--- src/rtl/mux_scan_pkg.sv ---
// Shared types and channel-search helpers for the 4:1 mux channel scanner.
package mux_scan_pkg;

  localparam int NUM_CH = 4;
  localparam int SEL_W  = 2;

  typedef enum logic [1:0] {
    ST_IDLE = 2'd0,
    ST_SCAN = 2'd1,
    ST_DONE = 2'd2
  } state_e;

  typedef struct packed {
    logic             found;
    logic [SEL_W-1:0] idx;
  } chan_sel_t;

  // Lowest enabled channel strictly above ch.
  function automatic chan_sel_t next_enabled(input logic [NUM_CH-1:0] mask,
                                             input logic [SEL_W-1:0]  ch);
    chan_sel_t r;
    r = '0;
    for (int k = NUM_CH - 1; k >= 0; k--) begin
      if (mask[k] && (k > int'(ch))) begin
        r.found = 1'b1;
        r.idx   = SEL_W'(k);
      end
    end
    return r;
  endfunction

  function automatic chan_sel_t first_enabled(input logic [NUM_CH-1:0] mask);
    chan_sel_t r;
    r = '0;
    for (int k = NUM_CH - 1; k >= 0; k--) begin
      if (mask[k]) begin
        r.found = 1'b1;
        r.idx   = SEL_W'(k);
      end
    end
    return r;
  endfunction

endpackage

--- src/rtl/mux_scan_dwell_ctr.sv ---
// Dwell counter with synchronous clear and terminal-count flag.
// With MUX_SCAN_MAJORITY_EN it also flags the two cycles preceding terminal count.
module mux_scan_dwell_ctr #(
  parameter int DWELL = 4,
  parameter int CNT_W = 8
) (
  input  logic clk,
  input  logic rst_n,
  input  logic clr,
  input  logic en,
  output logic tc
`ifdef MUX_SCAN_MAJORITY_EN
  ,
  output logic pre2,
  output logic pre1
`endif
);

  logic [CNT_W-1:0] cnt_q;
  logic [CNT_W-1:0] cnt_d;

  always_comb begin
    cnt_d = cnt_q;
    if (clr) begin
      cnt_d = '0;
    end else if (en) begin
      cnt_d = cnt_q + CNT_W'(1);
    end
  end

  always_ff @(posedge clk or negedge rst_n) begin
    if (!rst_n) begin
      cnt_q <= '0;
    end else begin
      cnt_q <= cnt_d;
    end
  end

  assign tc = (cnt_q == CNT_W'(DWELL - 1));

`ifdef MUX_SCAN_MAJORITY_EN
  assign pre2 = (cnt_q == CNT_W'(DWELL - 3));
  assign pre1 = (cnt_q == CNT_W'(DWELL - 2));
`endif

endmodule

--- src/rtl/mux_channel_scanner.sv ---
// Steps the 4:1 mux selects through the enabled channels, samples f after each dwell
// and publishes a double-buffered 4-bit frame. Optional MUX_SCAN_MAJORITY_EN: 2-of-3 vote.
module mux_channel_scanner
  import mux_scan_pkg::*;
#(
  parameter int DWELL = 4,
  parameter int CNT_W = 8
) (
  input  logic                clk,
  input  logic                rst_n,
  input  logic                start,
  input  logic                abort,
  input  logic                cont,
  input  logic [NUM_CH-1:0]   chan_en,
  input  logic                mux_f,
  output logic                s0,
  output logic                s1,
  output logic                busy,
  output logic                sample_valid,
  output logic [SEL_W-1:0]    sample_chan,
  output logic [NUM_CH-1:0]   frame,
  output logic                frame_valid
);

  if ((DWELL < 1) || (DWELL > 255)) begin : g_bad_dwell
    $error("mux_channel_scanner: DWELL must be in 1..255");
  end
  if ((2 ** CNT_W) <= DWELL) begin : g_bad_cnt_w
    $error("mux_channel_scanner: CNT_W too narrow for DWELL");
  end
`ifdef MUX_SCAN_MAJORITY_EN
  if (DWELL < 3) begin : g_bad_majority
    $error("mux_channel_scanner: majority sampling needs DWELL >= 3");
  end
`endif

  state_e             state_q, state_d;
  logic [SEL_W-1:0]   ch_q, ch_d;
  logic [NUM_CH-1:0]  mask_q, mask_d;
  logic [NUM_CH-1:0]  work_q, work_d;
  logic [NUM_CH-1:0]  frame_q, frame_d;
  logic               frame_valid_q, frame_valid_d;
  logic               sample_valid_q, sample_valid_d;
  logic [SEL_W-1:0]   sample_chan_q, sample_chan_d;
  logic               busy_q, busy_d;

  logic               ctr_clr;
  logic               ctr_en;
  logic               dwell_tc;
  logic               sample_bit;

  chan_sel_t          nxt;
  chan_sel_t          first_in;
  chan_sel_t          first_lat;

  assign nxt       = next_enabled(mask_q, ch_q);
  assign first_in  = first_enabled(chan_en);
  assign first_lat = first_enabled(mask_q);

`ifdef MUX_SCAN_MAJORITY_EN
  logic dwell_pre2;
  logic dwell_pre1;
  logic samp0_q, samp0_d;
  logic samp1_q, samp1_d;

  mux_scan_dwell_ctr #(
    .DWELL (DWELL),
    .CNT_W (CNT_W)
  ) u_dwell_ctr (
    .clk   (clk),
    .rst_n (rst_n),
    .clr   (ctr_clr),
    .en    (ctr_en),
    .tc    (dwell_tc),
    .pre2  (dwell_pre2),
    .pre1  (dwell_pre1)
  );

  // The first two votes are held in flops; the third is the live f at terminal count.
  always_comb begin
    samp0_d = samp0_q;
    samp1_d = samp1_q;
    if (state_q == ST_SCAN) begin
      if (dwell_pre2) samp0_d = mux_f;
      if (dwell_pre1) samp1_d = mux_f;
    end
  end

  always_ff @(posedge clk or negedge rst_n) begin
    if (!rst_n) begin
      samp0_q <= 1'b0;
      samp1_q <= 1'b0;
    end else begin
      samp0_q <= samp0_d;
      samp1_q <= samp1_d;
    end
  end

  assign sample_bit = (samp0_q & samp1_q) | (samp0_q & mux_f) | (samp1_q & mux_f);
`else
  mux_scan_dwell_ctr #(
    .DWELL (DWELL),
    .CNT_W (CNT_W)
  ) u_dwell_ctr (
    .clk   (clk),
    .rst_n (rst_n),
    .clr   (ctr_clr),
    .en    (ctr_en),
    .tc    (dwell_tc)
  );

  assign sample_bit = mux_f;
`endif

  always_comb begin
    state_d        = state_q;
    ch_d           = ch_q;
    mask_d         = mask_q;
    work_d         = work_q;
    frame_d        = frame_q;
    frame_valid_d  = 1'b0;
    sample_valid_d = 1'b0;
    sample_chan_d  = sample_chan_q;
    ctr_clr        = 1'b1;
    ctr_en         = 1'b0;

    case (state_q)
      ST_IDLE: begin
        // Abort outranks start even when idle.
        if (start && !abort && first_in.found) begin
          mask_d  = chan_en;
          ch_d    = first_in.idx;
          state_d = ST_SCAN;
        end
      end
      ST_SCAN: begin
        if (abort) begin
          state_d = ST_IDLE;
        end else begin
          ctr_en  = 1'b1;
          ctr_clr = dwell_tc;
          if (dwell_tc) begin
            work_d[ch_q]   = sample_bit;
            sample_valid_d = 1'b1;
            sample_chan_d  = ch_q;
            if (nxt.found) begin
              ch_d = nxt.idx;
            end else begin
              state_d = ST_DONE;
            end
          end
        end
      end
      ST_DONE: begin
        if (abort) begin
          state_d = ST_IDLE;
        end else begin
          frame_d       = work_q;
          frame_valid_d = 1'b1;
          if (cont && first_lat.found) begin
            ch_d    = first_lat.idx;
            state_d = ST_SCAN;
          end else begin
            state_d = ST_IDLE;
          end
        end
      end
      default: begin
        state_d = ST_IDLE;
      end
    endcase

    busy_d = (state_d != ST_IDLE);
  end

  always_ff @(posedge clk or negedge rst_n) begin
    if (!rst_n) begin
      state_q        <= ST_IDLE;
      ch_q           <= '0;
      mask_q         <= '0;
      work_q         <= '0;
      frame_q        <= '0;
      frame_valid_q  <= 1'b0;
      sample_valid_q <= 1'b0;
      sample_chan_q  <= '0;
      busy_q         <= 1'b0;
    end else begin
      state_q        <= state_d;
      ch_q           <= ch_d;
      mask_q         <= mask_d;
      work_q         <= work_d;
      frame_q        <= frame_d;
      frame_valid_q  <= frame_valid_d;
      sample_valid_q <= sample_valid_d;
      sample_chan_q  <= sample_chan_d;
      busy_q         <= busy_d;
    end
  end

  assign s0           = ch_q[0];
  assign s1           = ch_q[1];
  assign busy         = busy_q;
  assign sample_valid = sample_valid_q;
  assign sample_chan  = sample_chan_q;
  assign frame        = frame_q;
  assign frame_valid  = frame_valid_q;

endmodule

--- config.mk ---
export PLATFORM = sky130hd
export DESIGN_NAME = mux_channel_scanner
export DESIGN_NICKNAME = d
export VERILOG_FILES = /design/src/rtl/mux_scan_pkg.sv /design/src/rtl/mux_scan_dwell_ctr.sv /design/src/rtl/mux_channel_scanner.sv
export SDC_FILE = /design/constraint.sdc
export NUM_CORES = 1
export LEC_CHECK = 0
export ABC_AREA = 1
export CORE_UTILIZATION = 52
export CTS_CLUSTER_DIAMETER = 100
export DETAILED_ROUTE_END_ITERATION = 10
export GPL_TIMING_DRIVEN = 0
export HOLD_SLACK_MARGIN = 0.1
export PLACE_DENSITY = 0.76
export SLEW_MARGIN = 20
export SYNTH_ARGS = -nofsm -noshare
export SYNTH_HDL_FRONTEND = slang
export SYNTH_HIERARCHICAL = 1
export SYNTH_SLANG_ARGS = --single-unit
export TNS_END_PERCENT = 100
--- constraint.sdc ---
create_clock -name clk -period 2.45 [get_ports clk]
set_clock_uncertainty 0.05 [all_clocks]
set_input_delay 0.49 -clock clk [delete_from_list [all_inputs] [get_ports clk]]
set_output_delay 0.49 -clock clk [all_outputs]
set_load 0.03 [all_outputs]
* Yosys cells after proc, flatten, opt, wreduce, memory -nomap -nowiden
Index checks and enable logic that the tools add are counted.
Word-level totals: register bits 29, bits of input ports 10, output and inout bits 11, word-level logic and storage cells 80
Cells by class: add/sub/neg operators 1, bitwise gates (word level) 1, mux-type cells 38, equal/unequal tests 9, reductions and logical operators 16, magnitude comparators 5
Operators with widths (count):
- 3-bit 2-to-1 mux | 11
- 2-bit 2-to-1 mux | 10
- 8-bit 2-to-1 mux | 2
- 2-bit inequality test (second input constant) | 6
- 2-bit case mux with 3 select lines | 2
- 1-bit 2-to-1 mux | 11
- 8-bit by 1-bit adder with 8-bit output (second input constant) | 1
- 8-bit by 2-bit == test with 1-bit output (second input constant) | 1
- 1-bit logical AND | 7
- 7-bit AND reduction | 1
- 4-bit bitwise mux | 1
- 2-bit > comparator (first input constant) | 2
- 2-bit AND reduction | 2
- 2-bit nonzero test | 2
- 2-bit by 3-bit < comparator with 1-bit output (second input constant) | 1
- 3-bit AND reduction | 1
- 3-bit nonzero test | 1
- 1-bit demux with 2-bit select | 1
- 2-bit by 1-bit == test with 1-bit output (second input constant) | 1
- 2-bit == test (second input constant) | 1
- 2-bit by 1-bit >= comparator with 1-bit output (second input constant) | 1
- 1-bit by 2-bit > comparator with 1-bit output (first input constant) | 1
- 2-bit zero test | 1
- 1-bit zero test | 1
- 1-bit NOT | 1

* Depth between registers and ports, before layout
Gate-level depths: netlist (run 1).
depth in word-level cells 10, depth in mapped cells 11, depth with buffers taken out 11

* Cells and area by module
The synthesis (run 1) kept the hierarchy.
By module, submodules not included:
- mux_channel_scanner | instances 1, area an instance 1148.6 um2, seq. area each 525.5 um2, cells an instance 156
- mux_scan_dwell_ctr | instances 1, area an instance 462.9 um2, seq. area each 200.2 um2, cells an instance 60

* Worst setup path before layout (run 1)
No wires, ideal clock.
kind flip-flop to flip-flop, start register u_dwell_ctr.cnt_q[0], end register u_dwell_ctr.cnt_q[7], clock period less this slack 1875 ps, library setup time 119 ps, setup slack 575 ps, data required time 2281 ps, buffers on the path 0, stages on the path, launching flop included 11, arrival time 1706 ps, cell sequence dfrtp_1 > ha_1 > nand3_1 > nor4_1 > inv_1 > nand2_1 > nor2_4 > nor2_2 > nand3_1 > nand2_1 > nor2_1
On the way: word-level cells in the longest chain between the ends 4, elaborated cells between the ends (all ways) 7, classes of those cells 1 x add/sub; 1 x eq/ne; 4 x mux; 1 x reduce/logical
Ends and longest elaborated chain:
- start, declared | line mux_scan_dwell_ctr.sv:19 | logic [CNT_W-1:0] cnt_q;
- start signal, assigned | line mux_scan_dwell_ctr.sv:35 | cnt_q <= cnt_d;
- 8-bit by 2-bit == test with 1-bit output (*) | line mux_scan_dwell_ctr.sv:39 | assign tc = (cnt_q == CNT_W'(DWELL - 1));
- named net dwell_tc | line mux_channel_scanner.sv:49 | logic dwell_tc;
- 1-bit 2-to-1 mux (*) | line mux_channel_scanner.sv:137 | if (abort) begin
- 1-bit 2-to-1 mux (*) | line mux_channel_scanner.sv:127 | case (state_q)
- named net ctr_clr | line mux_channel_scanner.sv:47 | logic ctr_clr;
- 8-bit 2-to-1 mux or 2-bit nonzero test (tied branches)
Mark *: on every way through the listed nets, which the timed path passes. The rest lies on a longest branch. The select of a mux whose other input is x is not followed. A chain may end at the register's enable or synchronous reset.

* Final worst setup path (run 1)
start register u_dwell_ctr.cnt_q[0], end register u_dwell_ctr.cnt_q[5]
The elaborated chain is that of the path after synthesis.

==> results of run 1 <==
[cells in the final DEF, fill, tap and decap left out, drive strengths merged]
cell | synthesis | routed
nand3 | 14 | 14
inv | 37 | 37
a21oi | 12 | 12
a211oi | 1 | 1
nand3b | 1 | 1
dfrtp | 29 | 29
nor3 | 3 | 3
buf | 0 | 1
xnor2 | 1 | 1
a31oi | 2 | 2
nand2 | 65 | 65
clkdlybuf4s50 | 0 | 19
nor4 | 1 | 1
clkinv | 0 | 2
clkbuf | 0 | 6
nand4 | 2 | 2
ha | 5 | 5
nor2 | 29 | 29
o21ai | 14 | 14
[worst max-delay path, cell delays in order (launching register included)]
cell and delay (ns):
dfrtp_1 0.41, ha_1 0.30, nand3_1 0.13, nor4_2 0.29, inv_1 0.12, nand2_1 0.21, nor2_4 0.10, nor2_2 0.18
a21oi_1 0.08, nand2_1 0.09, inv_1 0.04
[cell type report]
cell class                 count  area share [%]
clock buffer                   6            2.17
clock inverter                 2           0.526
inverter                      37            7.30
multi-input combinational    150            39.6
sequential                    29            38.1
tap                           31            2.04
timing repair buffer          20            10.3
[final timing paths]
check	depth (start not counted)	endpoint	startpoint
max in group asynchronous	1	u_dwell_ctr/cnt_q[6]	rst_n
min in group clk	2	frame[3]	frame[3]
max reg2reg	10	u_dwell_ctr/cnt_q[5]	u_dwell_ctr/cnt_q[0]
max	10	u_dwell_ctr/cnt_q[5]	u_dwell_ctr/cnt_q[0]
min reg2reg	2	frame[3]	frame[3]
min	1	frame[0]	rst_n
[layer usage]
| metal | part of all wire, % | vias to the layer above | global-route usage [%] |
|---|---|---|---|
| li1 | - | 731 | - |
| met4 | 2.4 | 0 | 9.52 |
| met1 | 48 | 609 | 27.0 |
| met2 | 44 | 44 | 32.1 |
| met5 | 0 | - | 0 |
| met3 | 5.6 | 7 | 6.47 |
[flip-flops by register name, summed over array words and instances (netlist names)]
| register | cells |
|---|---|
| busy | 1 |
| ch_q | 2 |
| frame | 4 |
| frame_valid | 1 |
| mask_q | 4 |
| sample_chan | 2 |
| sample_valid | 1 |
| state_q | 2 |
| u_dwell_ctr/cnt_q | 8 |
| work_q | 4 |
[power by group through the flow]
| stage | combinational [mW] | clock (mW) | sequential (mW) |
|---|---|---|---|
| 2_1_floorplan | 0.369 | 0 | 0.661 |
| 3_3_place_gp | 0.551 | 0 | 0.629 |
| 3_5_place_dp | 0.556 | 0 | 0.629 |
| 4_1_cts | 0.559 | 0.280 | 0.620 |
| 5_1_grt | 0.641 | 0.295 | 0.630 |
| 6_report | 0.555 | 0.269 | 0.620 |
[kinds of logic after synthesis]
logic type | Yosys count | synth area share (%)
AO/OA/AOI/OAI | 29 | 9.55
buffers and inverters | 37 | 8.62
XOR/XNOR | 1 | 0.544
AND/OR/NAND/NOR | 115 | 32.4
adder cells (fa/ha/maj) | 5 | 3.88
flip-flops | 29 | 45.0
[metrics by stage]
step	power, mW	hold WS (ns)	setup WS, ns	util, %	std cells
2_1_floorplan	1.03	0.144	0.575	-	216
3_3_place_gp	1.18	0.405	0.115	64.9	267
3_5_place_dp	1.19	0.408	0.133	64.7	267
4_1_cts	1.46	0.137	0.205	66.5	275
5_1_grt	1.57	0.167	0.132	66.7	275
6_report	1.44	0.120	0.349	66.7	275
==> flow_metrics.tcl, run 1 <==
set metrics [dict create \
    status "finished, violations left" \
    violations "DRC" \
    synth_top_area_share_pct 45.0 \
    ys_warn_count 6 \
    hold_viol_final 0 \
    io_buffers 20 \
    max_slew_margin_pct 58.3 \
    nFillCells 279 \
    p_per_area_nw_per_um2 758 \
    pin_count 21 \
    swShare_pct 40.6 \
    worstPathMaxFanout 6 \
    finalSetupViolCount 0 \
    synthTopCellsByArea "dfrtp_1 45%, nand2_1 14%, inv_1 8.4%, nor2_1 5.4%, ha_1 3.9%" \
    cts_buffers 5 \
    multi_input_area_sq_um 753 \
    yosysSeqAreaShare_pct 45.0 \
    via_count 1391 \
    routed_wl_mm 2.89 \
    power_leakage_nw 0.987 \
    cts-resized-gates 0 \
    areaGrowthSynthToFinish_pct 18.1 \
    antenna_cells 0 \
    wl_per_cell_microns 10.5 \
    track_usage_pct 20.8 \
    post-route-min-period_ns 2.10 \
    rsz0062_at_grt "false" \
    cts_root_buf "clkbuf_4" \
    ys_types 23 \
    power_frac_clock_pct 18.6 \
    grt_pass1_wl_mm 5.21 \
    post_cts_buffers 0 \
    viasPerCell 5.06 \
    end_kind "flip-flop" \
    fp-row-count 19 \
    dr.first_iter.drc_count 57 \
    drive_gt1_share_pct 9.84 \
    synth_top_area_cell "dfrtp_1" \
    synth_most_common_cell "nand2_1" \
    drv_slew 0 \
    grt_max_degree 30 \
    final.setup.tns_ns 0 \
    hold_class "primary input to asynchronous set/reset pin" \
    seq_power_share_pct 42.9 \
    hold_buffers 0 \
    cts.reportedPaths.clkPinSlew_ns 0.09 \
    die_area_sq_um 3330 \
    drc 5 \
    final_cell_area_sq_um 1900 \
    crit_type "flip-flop to flip-flop" \
    hpwl_mm 2.16 \
    tightest_slew_ns 0.626 \
    fin_nets 258 \
    fmax_mhz 476 \
    placed_cell_area_sq_um 1850 \
    clockBufferDepth 2 \
    netlist_area_sq_um 1610 \
    ys_ff_latch 29 \
    register_area_sq_um 726 \
    avgSynthCellArea_sq_um 7.46 \
    core_sq_um 2850 \
    p_int_uw 857 \
    die_h_microns 57.7 \
    antenna_found_initial 0 \
    cap_violations 0 \
    syn_inst 216 \
    synth_edf_count 0 \
    first_global_vias 1253 \
    fp.dieW_microns 57.7 \
    drt.antenna.violating_nets 0 \
    syn_nets 231 \
    p_comb_share_pct 38.4 \
    async_flop_share_pct 100 \
    synth_flop_cell "dfrtp_1" \
    cp.arrival_ns 2.27 \
    clock_sinks 29 \
    synthTopCellsByCount "60 x nand2_1, 36 x inv_1, 29 x dfrtp_1" \
    r2r_slack_ns 0.35 \
    routabilityCongestion 0.825 \
    peakVddDrop_v 0.000469 \
    firstDrtPassIters 7 \
    post-route-period-util_pct 85.7 \
    required_ns 2.62 \
    p_switching_uw 586 \
    htreeDepth 2 \
    tritoncts "yes" \
    grt-ovfl-total 0 \
    clk_latency_ns 0.32 \
    critPathLaunchType "flip-flop" \
    start_util_pct 56.5 \
]
No activity file was read; power rests on OpenSTA's default activity.
==> inputs of run 2 (changes only) <==
--- a/config.mk
+++ b/config.mk
@@ -5,7 +5,6 @@
 export SDC_FILE = /design/constraint.sdc
 export NUM_CORES = 1
 export LEC_CHECK = 0
-export ABC_AREA = 1
 export CORE_UTILIZATION = 52
 export CTS_CLUSTER_DIAMETER = 100
 export DETAILED_ROUTE_END_ITERATION = 10
==> run 2 against run 1 <==
The flow now finishes without violations. Synthesized cell count decreased by 33%. Global-route usage increased by 1.6 points. Cell count decreased by 26%. Synthesized area decreased by 6.2%. Utilization decreased by 1.6 points. Clock power increased by 4%. Sequential power increased by 0.8%. Critical path type unchanged. Largest cell class is now flip-flops and latches.
==> flow_metrics.tcl, run 2 <==
set metrics [dict create \
    grt_max_degree 30 \
    layout_common_cells "29 x dfrtp_1, 19 x clkdlybuf4s50_1, 14 x nor2_1, 13 x nand2_1, 11 x mux2_2" \
    finalSetupViolCount 0 \
    cts-resized-gates 0 \
    status "finished clean" \
    synth_edf_count 0 \
    htreeDepth 2 \
    synth_flop_cell "dfrtp_1" \
    ys_warn_count 6 \
    cp.arrival_ns 2.29 \
    end_kind "flip-flop" \
    r2r_start "u_dwell_ctr/cnt_q[4]" \
    r2r_slack_ns 0.32 \
    first_global_vias 1241 \
    peakVddDrop_v 0.000627 \
    viasPerCell 5.72 \
    tightest_slew_ns 0.627 \
    largest_reg_flops 8 \
    synthTopCellsByArea "dfrtp_1 48%, mux2_2 8.2%, ha_1 4.1%, nor2_1 3.5%, nand2_1 3.2%" \
    register_area_sq_um 726 \
    tritoncts "yes" \
    cts.reportedPaths.clkPinSlew_ns 0.09 \
    core_sq_um 2760 \
    start_util_pct 54.8 \
    max_flop_register "u_dwell_ctr/cnt_q" \
    post-route-period-util_pct 87.0 \
    yosysSeqAreaShare_pct 48.0 \
    ys_ff_latch 29 \
    fp-row-count 19 \
    ys_types 39 \
    drc 0 \
    crit_type "flip-flop to flip-flop" \
    netlist_area_sq_um 1510 \
    rsz0062_at_grt "false" \
    antenna_cells 0 \
    nFillCells 236 \
    post_cts_buffers 0 \
    synthTopCellsByCount "29 x dfrtp_1, 14 x nor2_1, 13 x nand2_1" \
    cap_violations 0 \
    multi_input_area_sq_um 723 \
    track_usage_pct 22.3 \
    routed_wl_mm 2.90 \
    hold_buffers 0 \
    cts_buffers 5 \
    final_common_cell "dfrtp_1" \
    clk_latency_ns 0.34 \
    firstDrtPassIters 4 \
    post-route-min-period_ns 2.13 \
    hold_viol_final 0 \
    critPathLaunch "u_dwell_ctr/cnt_q[4]" \
    synth_top_area_share_pct 48.0 \
    p_per_area_nw_per_um2 815 \
    areaGrowthSynthToFinish_pct 18.9 \
    drv_slew 0 \
    antenna_found_initial 0 \
    final_cell_area_sq_um 1800 \
    via_count 1166 \
    die_h_microns 55.9 \
    critPathLaunchType "flip-flop" \
    die_area_sq_um 3130 \
    placed_cell_area_sq_um 1750 \
    cts_root_buf "clkbuf_4" \
    fmax_mhz 469 \
    clock_sinks 29 \
    drt.antenna.violating_nets 0 \
    synth_most_common_cell "dfrtp_1" \
    wl_per_cell_microns 14.2 \
    clockBufferDepth 2 \
    synth_top_area_cell "dfrtp_1" \
    io_buffers 20 \
    power_leakage_nw 0.805 \
    drive_gt1_share_pct 17.9 \
    routabilityCongestion 0.880 \
    worstPathMaxFanout 4 \
    r2r_cells 7 \
    final.setup.tns_ns 0 \
    hold_class "primary input to asynchronous set/reset pin" \
    reg2reg_to "ch_q[0]" \
    endpoint "ch_q[0]" \
    max_slew_margin_pct 58.2 \
    dr.first_iter.drc_count 36 \
    pin_count 21 \
    syn_nets 160 \
    fp.dieW_microns 55.9 \
    grt_pass1_wl_mm 5.32 \
    hpwl_mm 2.20 \
    async_flop_share_pct 100 \
    required_ns 2.61 \
    avgSynthCellArea_sq_um 10.4 \
    syn_inst 145 \
    grt-ovfl-total 0 \
    fin_nets 187 \
]
## run 2: cell types whose count changed in the layout (fill, tap and decap cells not counted), sizes merged, moves of 3 or more
cell,previous run,this run
buf,1,4
nand2b,0,6
or3,0,3
xor2,0,3
nand2,65,14
mux2,0,13
o21ai,14,9
inv,37,5
nor2,29,14
a21oi,12,8
nor2b,0,3
nand3,14,2
o22ai,0,3
## run 2: power breakdown
group | internal [mW] | switching [mW] | total [mW] | leakage, nW
clock network | 0.109 | 0.171 | 0.280 | 0.0320
registers | 0.546 | 0.0789 | 0.625 | 0.392
logic | 0.259 | 0.300 | 0.559 | 0.382
total | 0.913 | 0.550 | 1.46 | 0.805
## run 2: per-layer routing
layer | up-vias | part of all wire, % | track usage (%)
met2 | 33 | 51 | 37.5
met3 | 12 | 4.9 | 5.58
met4 | 0 | 2.9 | 11.8
met1 | 556 | 42 | 26.4
met5 | - | 0 | 0
li1 | 565 | - | -
## run 2: cells by family (layout without fill, tap and decap cells)
group	after synthesis	count (layout)	synth area share, %
simple gates	57	57	19.9
xor+xnor	4	4	2.32
compound gates	25	25	10.5
mux	15	15	11.0
flops	29	29	48.0
fa+ha+maj	5	5	4.14
buf+inv	10	38	4.14
## run 2: worst max-delay path, stage by stage (launching register included)
cell      delay [ns]
dfrtp_1         0.44
nor4_1          0.30
and3_1          0.27
nand2b_1        0.08
a21oi_1         0.15
nand2_1         0.08
a211oi_2        0.29
mux2_1          0.36
## run 2: area by class of cell
class | instances | share of cell area [%]
Multi-Input combinational cell | 106 | 40.3
Tap cell | 31 | 2.16
Clock buffer | 6 | 2.30
Inverter | 5 | 1.04
Buffer | 5 | 2.44
Sequential cell | 29 | 40.4
Clock inverter | 2 | 0.557
Timing Repair Buffer | 20 | 10.9
## run 2: through the flow
step	util, %	hold WS (ns)	setup WS (ns)	cells	power (mW)
finish	65.2	0.111	0.319	204	1.46
global route	65.2	0.171	0.211	204	1.56
CTS	65.2	0.138	0.350	204	1.47
detailed placement	63.3	0.423	0.162	196	1.19
global placement	63.5	0.411	0.215	196	1.17
floorplan	-	0.144	0.603	145	1.03
## run 2: worst min-delay path by stage
| stage | start | to | slack, ns |
|---|---|---|---|
| 2_1_floorplan | rst_n | busy | 0.14 |
| 3_5_place_dp | sample_chan[0] | sample_chan[0] | 0.42 |
| 3_3_place_gp | sample_chan[0] | sample_chan[0] | 0.41 |
| 6_report | rst_n | u_dwell_ctr/cnt_q[7] | 0.11 |
| 4_1_cts | rst_n | frame[2] | 0.14 |
| 5_1_grt | rst_n | u_dwell_ctr/cnt_q[7] | 0.17 |
